`src/rtl/bcd_to_bin_pkg.sv`:
```
// Shared constants, FSM encoding and digit-validity helper for the BCD-to-binary converter.
package bcd_to_bin_pkg;

    localparam int          DIGITS_DEF    = 5;
    localparam int          BIN_W_DEF     = 17;
    localparam logic [3:0]  BCD_DIGIT_MAX = 4'd9;

    typedef enum logic [1:0] {
        ST_IDLE  = 2'd0,
        ST_SHIFT = 2'd1,
        ST_DONE  = 2'd2
    } state_t;

    function automatic logic digit_invalid(input logic [3:0] d);
        return d > BCD_DIGIT_MAX;
    endfunction

endpackage

```
`src/rtl/bcd_digit_adj.sv`:
```
// Reverse double-dabble digit correction: digits >= 8 get 3 subtracted.
// Combinational, zero latency; no flow control.
module bcd_digit_adj (
    input  logic [3:0] d_in,
    output logic [3:0] d_out
);

    assign d_out = (d_in >= 4'd8) ? (d_in - 4'd3) : d_in;

endmodule

```
`src/rtl/bcd_to_bin.sv`:
```
// Sequential BCD-to-binary converter; done pulses 4*DIGITS+1 cycles after accept (1 if a digit is invalid).
// start is only sampled in IDLE; requests while busy or in DONE are dropped, never queued.
module bcd_to_bin
    import bcd_to_bin_pkg::*;
#(
    parameter int DIGITS = DIGITS_DEF,
    parameter int BIN_W  = BIN_W_DEF
) (
    input  logic                  clk,
    input  logic                  clr_n,
    input  logic                  start,
    input  logic [4*DIGITS-1:0]   bcd_in,
    output logic                  busy,
    output logic                  done,
    output logic [BIN_W-1:0]      bin_out,
    output logic                  err
);

    localparam int N     = 4 * DIGITS;
    localparam int CNT_W = $clog2(N + 1);
    localparam logic [CNT_W-1:0] CNT_LAST = CNT_W'(N - 1);

    state_t             state_q, state_d;
    logic [CNT_W-1:0]   cnt_q, cnt_d;
    logic [N-1:0]       bcd_sr_q, bcd_sr_d;
    logic [N-1:0]       bin_sr_q, bin_sr_d;
    logic               busy_q, busy_d;
    logic               done_q, done_d;
    logic [BIN_W-1:0]   bin_out_q, bin_out_d;
    logic               err_q, err_d;

    logic [N-1:0]       bcd_shift;
    logic [N-1:0]       bcd_adj;
    logic [N-1:0]       bin_shift;
    logic               in_bad;

    // One combined right shift of {bcd_sr, bin_sr}, then per-digit correction.
    assign bcd_shift = {1'b0, bcd_sr_q[N-1:1]};
    assign bin_shift = {bcd_sr_q[0], bin_sr_q[N-1:1]};

    for (genvar g = 0; g < DIGITS; g++) begin : g_adj
        bcd_digit_adj u_adj (
            .d_in  (bcd_shift[4*g +: 4]),
            .d_out (bcd_adj[4*g +: 4])
        );
    end

    always_comb begin
        in_bad = 1'b0;
        for (int i = 0; i < DIGITS; i++) begin
            in_bad = in_bad | digit_invalid(bcd_in[4*i +: 4]);
        end
    end

    always_comb begin
        state_d   = state_q;
        cnt_d     = cnt_q;
        bcd_sr_d  = bcd_sr_q;
        bin_sr_d  = bin_sr_q;
        busy_d    = busy_q;
        done_d    = 1'b0;
        bin_out_d = bin_out_q;
        err_d     = err_q;

        unique case (state_q)
            ST_IDLE: begin
                if (start) begin
                    bcd_sr_d = bcd_in;
                    bin_sr_d = '0;
                    cnt_d    = '0;
                    if (in_bad) begin
                        state_d   = ST_DONE;
                        done_d    = 1'b1;
                        err_d     = 1'b1;
                        bin_out_d = '0;
                    end else begin
                        state_d = ST_SHIFT;
                        busy_d  = 1'b1;
                    end
                end
            end
            ST_SHIFT: begin
                bcd_sr_d = bcd_adj;
                bin_sr_d = bin_shift;
                cnt_d    = cnt_q + CNT_W'(1);
                if (cnt_q == CNT_LAST) begin
                    state_d   = ST_DONE;
                    busy_d    = 1'b0;
                    done_d    = 1'b1;
                    bin_out_d = bin_shift[BIN_W-1:0];
                    err_d     = 1'b0;
                end
            end
            ST_DONE: begin
                state_d = ST_IDLE;
            end
            default: begin
                state_d = ST_IDLE;
            end
        endcase
    end

    always_ff @(posedge clk or negedge clr_n) begin
        if (!clr_n) begin
            state_q   <= ST_IDLE;
            cnt_q     <= '0;
            bcd_sr_q  <= '0;
            bin_sr_q  <= '0;
            busy_q    <= 1'b0;
            done_q    <= 1'b0;
            bin_out_q <= '0;
            err_q     <= 1'b0;
        end else begin
            state_q   <= state_d;
            cnt_q     <= cnt_d;
            bcd_sr_q  <= bcd_sr_d;
            bin_sr_q  <= bin_sr_d;
            busy_q    <= busy_d;
            done_q    <= done_d;
            bin_out_q <= bin_out_d;
            err_q     <= err_d;
        end
    end

    assign busy    = busy_q;
    assign done    = done_q;
    assign bin_out = bin_out_q;
    assign err     = err_q;

endmodule
```
`config.mk`:
```
export PLATFORM = sky130hd
export DESIGN_NAME = bcd_to_bin
export DESIGN_NICKNAME = d
export VERILOG_FILES = /design/src/rtl/bcd_to_bin_pkg.sv /design/src/rtl/bcd_digit_adj.sv /design/src/rtl/bcd_to_bin.sv
export SDC_FILE = /design/constraint.sdc
export NUM_CORES = 1
export LEC_CHECK = 0
export CAP_MARGIN = 20
export CORE_MARGIN = 4
export CORE_UTILIZATION = 54
export DETAILED_ROUTE_END_ITERATION = 10
export GPL_TIMING_DRIVEN = 0
export PLACE_DENSITY = 0.79
export SETUP_SLACK_MARGIN = 0.1
export SLEW_MARGIN = 30
export SYNTH_ARGS = -nofsm -noshare
export SYNTH_HDL_FRONTEND = slang
export SYNTH_SLANG_ARGS = --single-unit
```
`constraint.sdc`:
```
create_clock -name clk -period 2.08 [get_ports clk]
set_input_delay 0.416 -clock clk [delete_from_list [all_inputs] [get_ports clk]]
set_output_delay 0.416 -clock clk [all_outputs]
set_load 0.005 [all_outputs]
```
==> summary.md <==
| Metric | Value |
|---|---|
| Antenna Cells | 0 |
| Synthesized area | 2990 um2 |
| Final Setup Violations | 0 |
| Complex-gate fraction of the synthesized area | 15.9% |
| Clock power frac | 30.0% |
| Max Clock Freq | 534 MHz |
| First-pass GRT wire length | 11,000 um |
| Logic pwr share | 21.8% |
| Area Growth Syn to Fin | 24.6% |
| Hold_ws | 0.468 ns |
| RSZ-0062 raised after global routing | no |
| Final Instance Area | 3730 um2 |
| Initial DRC count | 182 |
| Root buffer cell | clkbuf_8 |
| Total track usage | 21.8% |
| Synthesis Warnings | 0 |
| Die Wd | 82.4 um |
| DR vias | 2,354 |
| Leakage | 1.80 nW |
| Max VDD drop | 0.000711 V |
| Xor and xnor area share after synthesis | 2.93% |
| Cts bufs inserted | 9 |
| Max-cap violations | 0 |
| Vias in the first global route | 2,279 |
| Critical Path RT | 2.30 ns |
| Hold Vio Cnt, Final | 0 |
| Fin nets | 387 |
| Vias/cell | 5.47 |
| DIE HEIGHT | 82.4 um |
| Clk slew on worst S/H paths | 0.07 ns |
| Boundary Pins | 43 |
| Clock Sinks | 66 |
| Cell Int Power | 2.36 mW |
| Maximum root-to-sink buffer count | 2 |
| Seq pwr share | 48.2% |
| I/O Buffers | 42 |
| CP Class | in2reg |
| TritonRoute pass-1 iters | 4 |
| Placer's final routability congestion estimate | 0.820 |
| Tmin final | 1.87 ns |
| Cells after synthesis | 299 |
| FFs w/ async S/R, synth | 100% |
| WP data arrival | 2.10 ns |
| CP max FO | 9 |
| Net Switching | 1.09 mW |
| Status | finished, final reports clean |
| Post-DRT Antenna Nets | 0 |
| Hold crit path type | reg2reg |
| Largest net degree at the start of global routing | 46 |
| Initial Util | 57.1% |
| Grt ovf | 0 |
| Yosys reg bits | 66 |
| Most used DFF post-synth | dfrtp_1 |
| H-tree levels | 3 |
| Remaining DRCs | 0 |
| Type of destination of the critical path | register |
| Finished Core Util | 71.2% |
| Largest family of logic cells by synthesized area | simple AND/OR/NAND/NOR gates |
| Post-Synth Adder-Cell Area | 3.77% |
| Netlist cell types | 30 |
| EDFF count, synth | 0 |
| Worst slew pin tran | 0.609 ns |
| Fill cells | 408 |
| Mux contribution to synthesized area | 0% |
| Area share of and/or/nand/nor cells after synthesis | 17.6% |
| Clock latency on the worst-skew pair | 0.34 ns |
| Layout cells sized above 1 | 8.06% |
| Post-synthesis net count | 331 |
| CP Launch Type | primary input |
| Crit share post-route | 90.1% |
| Area of placed instances | 3520 um2 |
| Post-DP HPWL | 4560 um |
| # rows | 26 |
| Register area share after synthesis | 55.2% |
| Initial antenna violation count | 0 |
| CTS tree | done |
| Syn_area_per_cell | 10.0 um2 |
| Wire per inst | 15.7 um |
| Die area | 6790 um2 |
| PD cells | 926 nW/um2 |
| Worst Skew | 0.0103 ns |
| Switching part of the total | 31.7% |
| Pins Over Slew Limit | 0 |
| Max_slew headroom | 59.2% |
| Core box area | 5240 um2 |
| WL final | 6740 um |
critical path, cell delays in order:
cell and delay (ns):
clkdlybuf4s50_1 0.48, nor3b_2 0.53, nor2_1 0.31, a221o_1 0.37
path summary, 6_finish.rpt:
path,cells past startpoint,startpoint,slack [ns],endpoint
min in group asynchronous,2,clr_n,0.50,bin_out[15]
min,2,bin_sr_q[19],0.47,bin_sr_q[18]
max in group asynchronous,3,clr_n,1.05,cnt_q[2]
min reg2reg,2,bin_sr_q[19],0.47,bin_sr_q[18]
max,4,start,0.21,bcd_sr_q[4]
max reg2reg,6,cnt_q[0],0.32,bin_out[11]
cells in the final DEF, fill, tap and decap left out, types with 6 or more instances in the layout:
cell             Yosys  final
nor2_1              13     13
o21ai_0             10     10
clkdlybuf4s50_1      0     41
dfrtp_1             66     66
nand3_1             24     24
inv_1               12     12
clkbuf_1            12     14
clkbuf_8             0      9
nand2_1             70     70
a22o_1              17     17
a21oi_1              6      6
a31oi_1             15     15
ha_1                 9      9
xnor2_1              8      8
per-stage QoR:
step                      instances  setup WS [ns]  TNS [ns]  total power, mW
final                           430          0.206         0             3.45
after global routing            430          0.133         0             3.64
after CTS                       429          0.174         0             3.46
after detailed placement        412         -0.188     -2.57             2.42
after global placement          411          -1.55   -104.36             2.37
after floorplan                 299          0.522         0             2.16
routing by layer:
layer	global-route usage, %	routed length, um
met5	0	0
met4	6.48	49
met3	5.86	375
met2	33.1	3160
met1	30.6	3160
state kept, by name, indices dropped and copies added (netlist names):
name and count:
bcd_sr_q 20, bin_out 17, bin_sr_q 19, busy 1, cnt_q 5, done 1, err 1, state_q 2
synthesized netlist by cell type, drive strengths merged, types with 2 or more instances:
library cell,n,share of area (%)
a21oi,6,1.0
o21ai,11,2.0
nand3,24,4.0
o211a,4,1.3
nand2,70,8.8
ha,9,3.8
o22ai,4,0.84
dfrtp,66,55
buf,7,1.6
clkbuf,12,1.5
xnor2,8,2.3
a31oi,15,3.1
a22o,17,5.0
inv,12,1.5
xor2,2,0.59
nor2,14,1.8
nand2b,5,1.0
a221o,4,1.3
power groups by stage:
stage	Sequential, mW	Combinational (mW)	Clock (mW)
finish	1.66	0.752	1.04
global route	1.69	0.850	1.11
CTS	1.66	0.751	1.05
detailed placement	1.68	0.741	0
global placement	1.67	0.701	0
floorplan	1.63	0.534	0
logic make-up (layout without fill, tap and decap cells):
family                   after synthesis  in the layout
adder cells (fa/ha/maj)                9              9
buffers and inverters                 31             92
AO/OA/AOI/OAI                         64             64
flip-flops                            66             66
AND/OR/NAND/NOR                      119            119
XOR/XNOR                              10             10
area by class of cell:
type                       count  area (um2)  area share [%]
sequential                    66        1650            44.3
multi-input combinational    202        1200            32.2
timing repair buffer          45         463            12.4
clock buffer                  11         131            3.52
buffer                        19        92.6            2.48
tap                           70        87.6            2.35
clock inverter                 5        55.1            1.48
inverter                      12        45.0            1.21
timing repair:
action / CTS / global route
endpoints found under the hold margin: 21 / 0
setup buffers: 0 / 1
gates resized for setup: 0 / 0
endpoints found under the setup margin: 0 / 3
hold buffers: 1 / 0
Note: power is estimated with default switching activity, not from simulation.
